## src/rtl/gf2m_pkg.sv

```systemverilog
// rtl/gf2m_pkg.sv - shared types and row recurrence for the GF(2^M) digit-serial multiplier
package gf2m_pkg;

  typedef enum logic [1:0] {
    IDLE = 2'd0,
    BUSY = 2'd1,
    DONE = 2'd2
  } state_t;

  // Widest field the row helper supports; narrower fields are masked down.
  localparam int MAX_M = 64;

  // Digit counter width: clog2 of the digit count, never below one bit.
  function automatic int cnt_width(input int ndig);
    return (ndig <= 1) ? 1 : $clog2(ndig);
  endfunction

  // One MSB-first row: shift p, fold the overflowing x^M term back in via g,
  // then add a when the current b bit is set. Result is masked to m bits.
  function automatic logic [MAX_M-1:0] gf2m_row_step(
    input logic [MAX_M-1:0] p,
    input logic [MAX_M-1:0] a,
    input logic [MAX_M-1:0] g,
    input logic             bbit,
    input int               m
  );
    logic [MAX_M-1:0] mask;
    logic [MAX_M-1:0] r;
    mask = (m >= MAX_M) ? {MAX_M{1'b1}} : ((64'd1 << m) - 64'd1);
    r    = {p[MAX_M-2:0], 1'b0};
    if (p[6'(m - 1)]) r = r ^ g;
    if (bbit) r = r ^ a;
    return r & mask;
  endfunction

endpackage

```

## src/rtl/gf2m_digit_rows.sv

```systemverilog
// rtl/gf2m_digit_rows.sv - D cascaded GF(2^M) row steps, one digit of b per pass
module gf2m_digit_rows #(
  parameter int M = 32,
  parameter int D = 4
) (
  input  logic [M-1:0] p,
  input  logic [M-1:0] a,
  input  logic [M-1:0] g,
  input  logic [D-1:0] digit,
  output logic [M-1:0] p_next
);
  import gf2m_pkg::*;

  // chain[0] is the incoming partial product; chain[i+1] has absorbed i+1 digit bits.
  logic [M-1:0] chain [D+1];

  assign chain[0] = p;

  // Highest digit bit is the highest remaining b bit, so it is consumed first.
  for (genvar i = 0; i < D; i++) begin : g_row
    assign chain[i+1] = M'(gf2m_row_step(MAX_M'(chain[i]), MAX_M'(a), MAX_M'(g),
                                         digit[D-1-i], M));
  end

  assign p_next = chain[D];

endmodule

```

## src/rtl/gf2m_digit_serial_mult.sv

```systemverilog
// rtl/gf2m_digit_serial_mult.sv - sequential GF(2^M) multiplier, D bits of b per clock, valid/ready
module gf2m_digit_serial_mult #(
  parameter int M = 32,
  parameter int D = 4
) (
  input  logic         clk,
  input  logic         rst,
  input  logic         in_valid,
  output logic         in_ready,
  input  logic [M-1:0] ai,
  input  logic [M-1:0] bi,
  input  logic [M-1:0] gi,
  output logic [M-1:0] po,
  output logic         out_valid,
  input  logic         out_ready
);
  import gf2m_pkg::*;

  localparam int NDIG = (M + D - 1) / D;
  localparam int BW   = NDIG * D;
  localparam int CW   = cnt_width(NDIG);

  state_t          state;
  logic [M-1:0]    a_r;
  logic [M-1:0]    g_r;
  logic [M-1:0]    p_r;
  logic [BW-1:0]   b_r;
  logic [CW-1:0]   cnt;
  logic [M-1:0]    p_next;
  logic            last;

  assign last = (cnt == CW'(NDIG - 1));

  gf2m_digit_rows #(
    .M(M),
    .D(D)
  ) u_rows (
    .p      (p_r),
    .a      (a_r),
    .g      (g_r),
    .digit  (b_r[BW-1 -: D]),
    .p_next (p_next)
  );

  // Control FSM with registered handshake outputs; b is zero-padded at the MSB
  // end so every digit is full width (padding rows leave p at zero).
  always_ff @(posedge clk) begin
    if (rst) begin
      state     <= IDLE;
      in_ready  <= 1'b1;
      out_valid <= 1'b0;
      po        <= '0;
      a_r       <= '0;
      g_r       <= '0;
      p_r       <= '0;
      b_r       <= '0;
      cnt       <= '0;
    end else begin
      case (state)
        IDLE: begin
          if (in_valid) begin
            a_r      <= ai;
            g_r      <= gi;
            b_r      <= BW'(bi);
            p_r      <= '0;
            cnt      <= '0;
            in_ready <= 1'b0;
            state    <= BUSY;
          end
        end
        BUSY: begin
          p_r <= p_next;
          b_r <= b_r << D;
          cnt <= cnt + CW'(1);
          if (last) begin
            po        <= p_next;
            out_valid <= 1'b1;
            state     <= DONE;
          end
        end
        DONE: begin
          if (out_ready) begin
            out_valid <= 1'b0;
            in_ready  <= 1'b1;
            state     <= IDLE;
          end
        end
        default: begin
          state <= IDLE;
        end
      endcase
    end
  end

endmodule
```

## config.mk

```make
export PLATFORM = sky130hd
export DESIGN_NAME = gf2m_digit_serial_mult
export DESIGN_NICKNAME = d
export VERILOG_FILES = /design/src/rtl/gf2m_pkg.sv /design/src/rtl/gf2m_digit_rows.sv /design/src/rtl/gf2m_digit_serial_mult.sv
export SDC_FILE = /design/constraint.sdc
export NUM_CORES = 1
export LEC_CHECK = 0
export CORE_MARGIN = 5
export CORE_UTILIZATION = 40
export CTS_CLUSTER_SIZE = 14
export DETAILED_ROUTE_END_ITERATION = 16
export HOLD_SLACK_MARGIN = 0.08
export SYNTH_ARGS = -nofsm -noshare
export SYNTH_HDL_FRONTEND = slang
export SYNTH_HIERARCHICAL = 1
export SYNTH_SLANG_ARGS = --single-unit
```

## constraint.sdc

```tcl
create_clock -name clk -period 6.6 [get_ports clk]
set_clock_uncertainty 0.05 [all_clocks]
set_input_delay 1.32 -clock clk [delete_from_list [all_inputs] [get_ports clk]]
set_output_delay 1.32 -clock clk [all_outputs]
set_load 0.02 [all_outputs]
```

==> results.cfg <==
[sta]
fin_setup_tns_ns = 0
final.period_utilization_pct = 62.0
relSlewSlack_pct = 23.5
rsz0062_at_grt = false
maxSlewViolCount = 0
worst_pin_slew_ns = 1.15
holdWs_ns = 0.404
fmax_mhz = 244
fin_crit_ns = 4.09
hold_viol = 0
finalSetupViolCount = 0

[global_route]
grt_pass1_wl_um = 46400
grt_pass1_vias = 8828
grt_antenna_before_repair = 0
grt_use_total_pct = 19.6
overflow = 0
grt_max_degree = 85

[worst_setup_path]
cp_top_family = XOR/XNOR gates
slowest_delay_ns = 0.89
crit_start = p_r[31]$_SDFFE_PP0P_
cp_slowest_cell = dfxtp_2
cp_num_cells = 10
arrival_ns = 4.32
path_common_cell = nand2_1
critPathKind = register to register
reg2regPathDepth = 10
critPathCaptureType = register
reg2reg_from = p_r[31]$_SDFFE_PP0P_
start_kind = register
required_ns = 6.83
crit_chain = nand2_1 > xor3_1 > buf_4 > nand2_1 > xnor2_4 > buf_4 > mux2i_1 > xnor3_1 > nand2_1 > a21oi_1
crit_path_max_fanout = 35
cp.buffers_inverters = 2

[cells_and_area]
fillers = 2622
fin_nets = 1526
post-route-util_pct = 48.1
drive_above_1_share_pct = 7.03
n_antenna_cell = 0
syn_to_final_growth_pct = 18.8
final_cells = 1772

[run_status]
status = finished, final reports clean

[clocking]
postCtsSetupBuffers = 0
cts.sinks = 167
clk_latency_ns = 0.43
cts_buffers = 17
clock_path_buffers = 2
clk_pin_slew_ns = 0.07
cts_root_buffer = clkbuf_16
cts_tree = built
ctsResizeCount = 0
htreeDepth = 4
hold_buffers = 0

[die]
die-area_um2 = 29600
die_x_um = 172
initial_core_util_pct = 40.5
rows = 59
die_h_um = 172
io_pins = 134
core_area_um2 = 26000

[logic_synthesis]
synth.avg_cell_area_um2 = 7.73
ys_types = 40
synth_edf_count = 0
ys_seq_elements = 167
syn_area_um2 = 10500
syn-num-nets = 1462
synth_top_cell_by_area = dfxtp_1
synthCells = 1360
synthTopCellsByArea = dfxtp_1 (32%), nand2_1 (16%), xnor2_1 (10%)
yosysTopAreaCellShare_pct = 31.8
yosys_warnings = 6
async_flop_share_pct = 0
synthFlopType = dfxtp_1
yosysSeqAreaShare_pct = 31.8

[routing]
vias_per_cell = 5.11
drtAntennaViolNets = 0
drt_iter0_drc = 619
firstDrtPassIters = 5
totalWireLength_um = 29200
wl_per_cell_um = 16.5
drc_errors = 0
via_count = 9056

[placement]
dp_cells = 1740
port_buffers = 133
gp_congestion = 0.849
dp_hpwl_um = 18900

[job]
cap_violations = 0

[pwr]
irDropWorstVdd_mv = 0.142
powerDensity_nw_per_um2 = 226
p_leak_nw = 4.40

[min_path]
hold_path.class = register to register
hold_start = po[7]$_SDFFE_PP0P_
hold_depth = 2
[Yosys cell counts (2+ instances only)]
library cell and n:
a21oi_1 127, a21oi_2 10, a2bb2oi_1 2, and3b_1 2
buf_1 3, buf_2 27, buf_4 10, buf_6 13
clkbuf_1 46, clkbuf_2 2, dfxtp_1 167, ha_1 2
mux2i_1 37, nand2_1 454, nand2b_1 6, nand3_1 35
nand3_2 34, nor2_1 89, nor2b_1 2, nor4_1 28
o21ai_0 26, o21ai_1 5, o21bai_1 2, xnor2_1 126
xnor2_2 2, xnor3_1 32, xor2_1 58
[layout make-up]
class / instances / area (um2) / area share [%]
Clock buffer: 17 / 425 / 3.41
Sequential cell: 167 / 3340 / 26.8
Clock inverter: 15 / 213 / 1.70
Tap cell: 335 / 419 / 3.36
Timing Repair Buffer: 146 / 1430 / 11.4
Multi-Input combinational cell: 1091 / 6660 / 53.3
Inverter: 1 / 3.75 / 0.0301
[state kept, by name, summed over array words and instances (netlist names)]
signal,count
p_r,32
a_r,32
b_r,32
g_r,32
out_valid,1
po,32
cnt,3
state,2
in_ready,1
[worst paths after layout]
check,slack [ns],endpoint
min,0.40,po[7]$_SDFFE_PP0P_
max reg2reg,2.51,po[16]$_SDFFE_PP0P_
max,2.51,po[16]$_SDFFE_PP0P_
min reg2reg,0.40,po[7]$_SDFFE_PP0P_
[placed cells by master, fill, tap and decap left out, types with 2 or more instances in the layout]
cell / Yosys / routed
nand2_1: 454 / 454
dfxtp_1: 167 / 166
clkdlybuf4s50_1: 0 / 132
a21oi_1: 127 / 127
xnor2_1: 126 / 126
nor2_1: 89 / 89
xor2_1: 58 / 58
mux2i_1: 37 / 37
nand3_1: 35 / 35
nand3_2: 34 / 34
xnor3_1: 32 / 32
nor4_1: 28 / 28
o21ai_0: 26 / 26
clkbuf_16: 0 / 17
buf_4: 10 / 14
a21oi_2: 10 / 10
inv_6: 0 / 6
nand2b_1: 6 / 5
o21ai_1: 5 / 5
bufinv_16: 0 / 4
and3b_1: 2 / 2
o21bai_1: 2 / 2
a2bb2oi_1: 2 / 2
ha_1: 2 / 2
clkinvlp_4: 0 / 2
xnor2_4: 0 / 2
[cells by family (layout without fill, tap and decap cells)]
kind of cell	Yosys count	after routing	share of synthesized area, %
simple gates	655	655	27.0
xor+xnor	221	221	23.2
compound gates	176	176	8.97
flops	167	167	31.8
buf+inv	102	179	5.27
mux	37	37	3.52
fa+ha+maj	2	2	0.238
[through the flow]
step	setup WS, ns	area [um2]	power (mW)
final	2.51	12500	2.82
after global routing	2.30	12500	2.94
after CTS	2.50	12500	2.85
after detailed placement	2.48	11900	1.73
after global placement	2.56	11900	1.73
after floorplan	4.17	10500	1.57
[worst reg2reg max path, cell delays in order (launching register included)]
cell and delay [ns]:
dfxtp_2 0.89, nand2_1 0.16, xor3_1 0.24, buf_4 0.35, nand2_1 0.22, xnor2_4 0.71
buf_4 0.43, mux2i_1 0.30, xnor3_1 0.40, nand2_1 0.10, a21oi_1 0.08
[power by group]
group	internal (mW)	switching [mW]	total, mW
clock network	0.644	0.460	1.10
logic	0.280	0.311	0.591
registers	1.06	0.0621	1.12
[per-layer routing]
| layer | vias to the layer above | track usage, % | share of wire (%) |
|---|---|---|---|
| li1 | 4525 | - | - |
| met1 | 4276 | 24.9 | 44 |
| met2 | 215 | 33.3 | 48 |
| met3 | 40 | 4.12 | 5.3 |
| met4 | 0 | 6.32 | 2.4 |
| met5 | - | 0 | 0 |
Power figures use the tool's default switching activity.
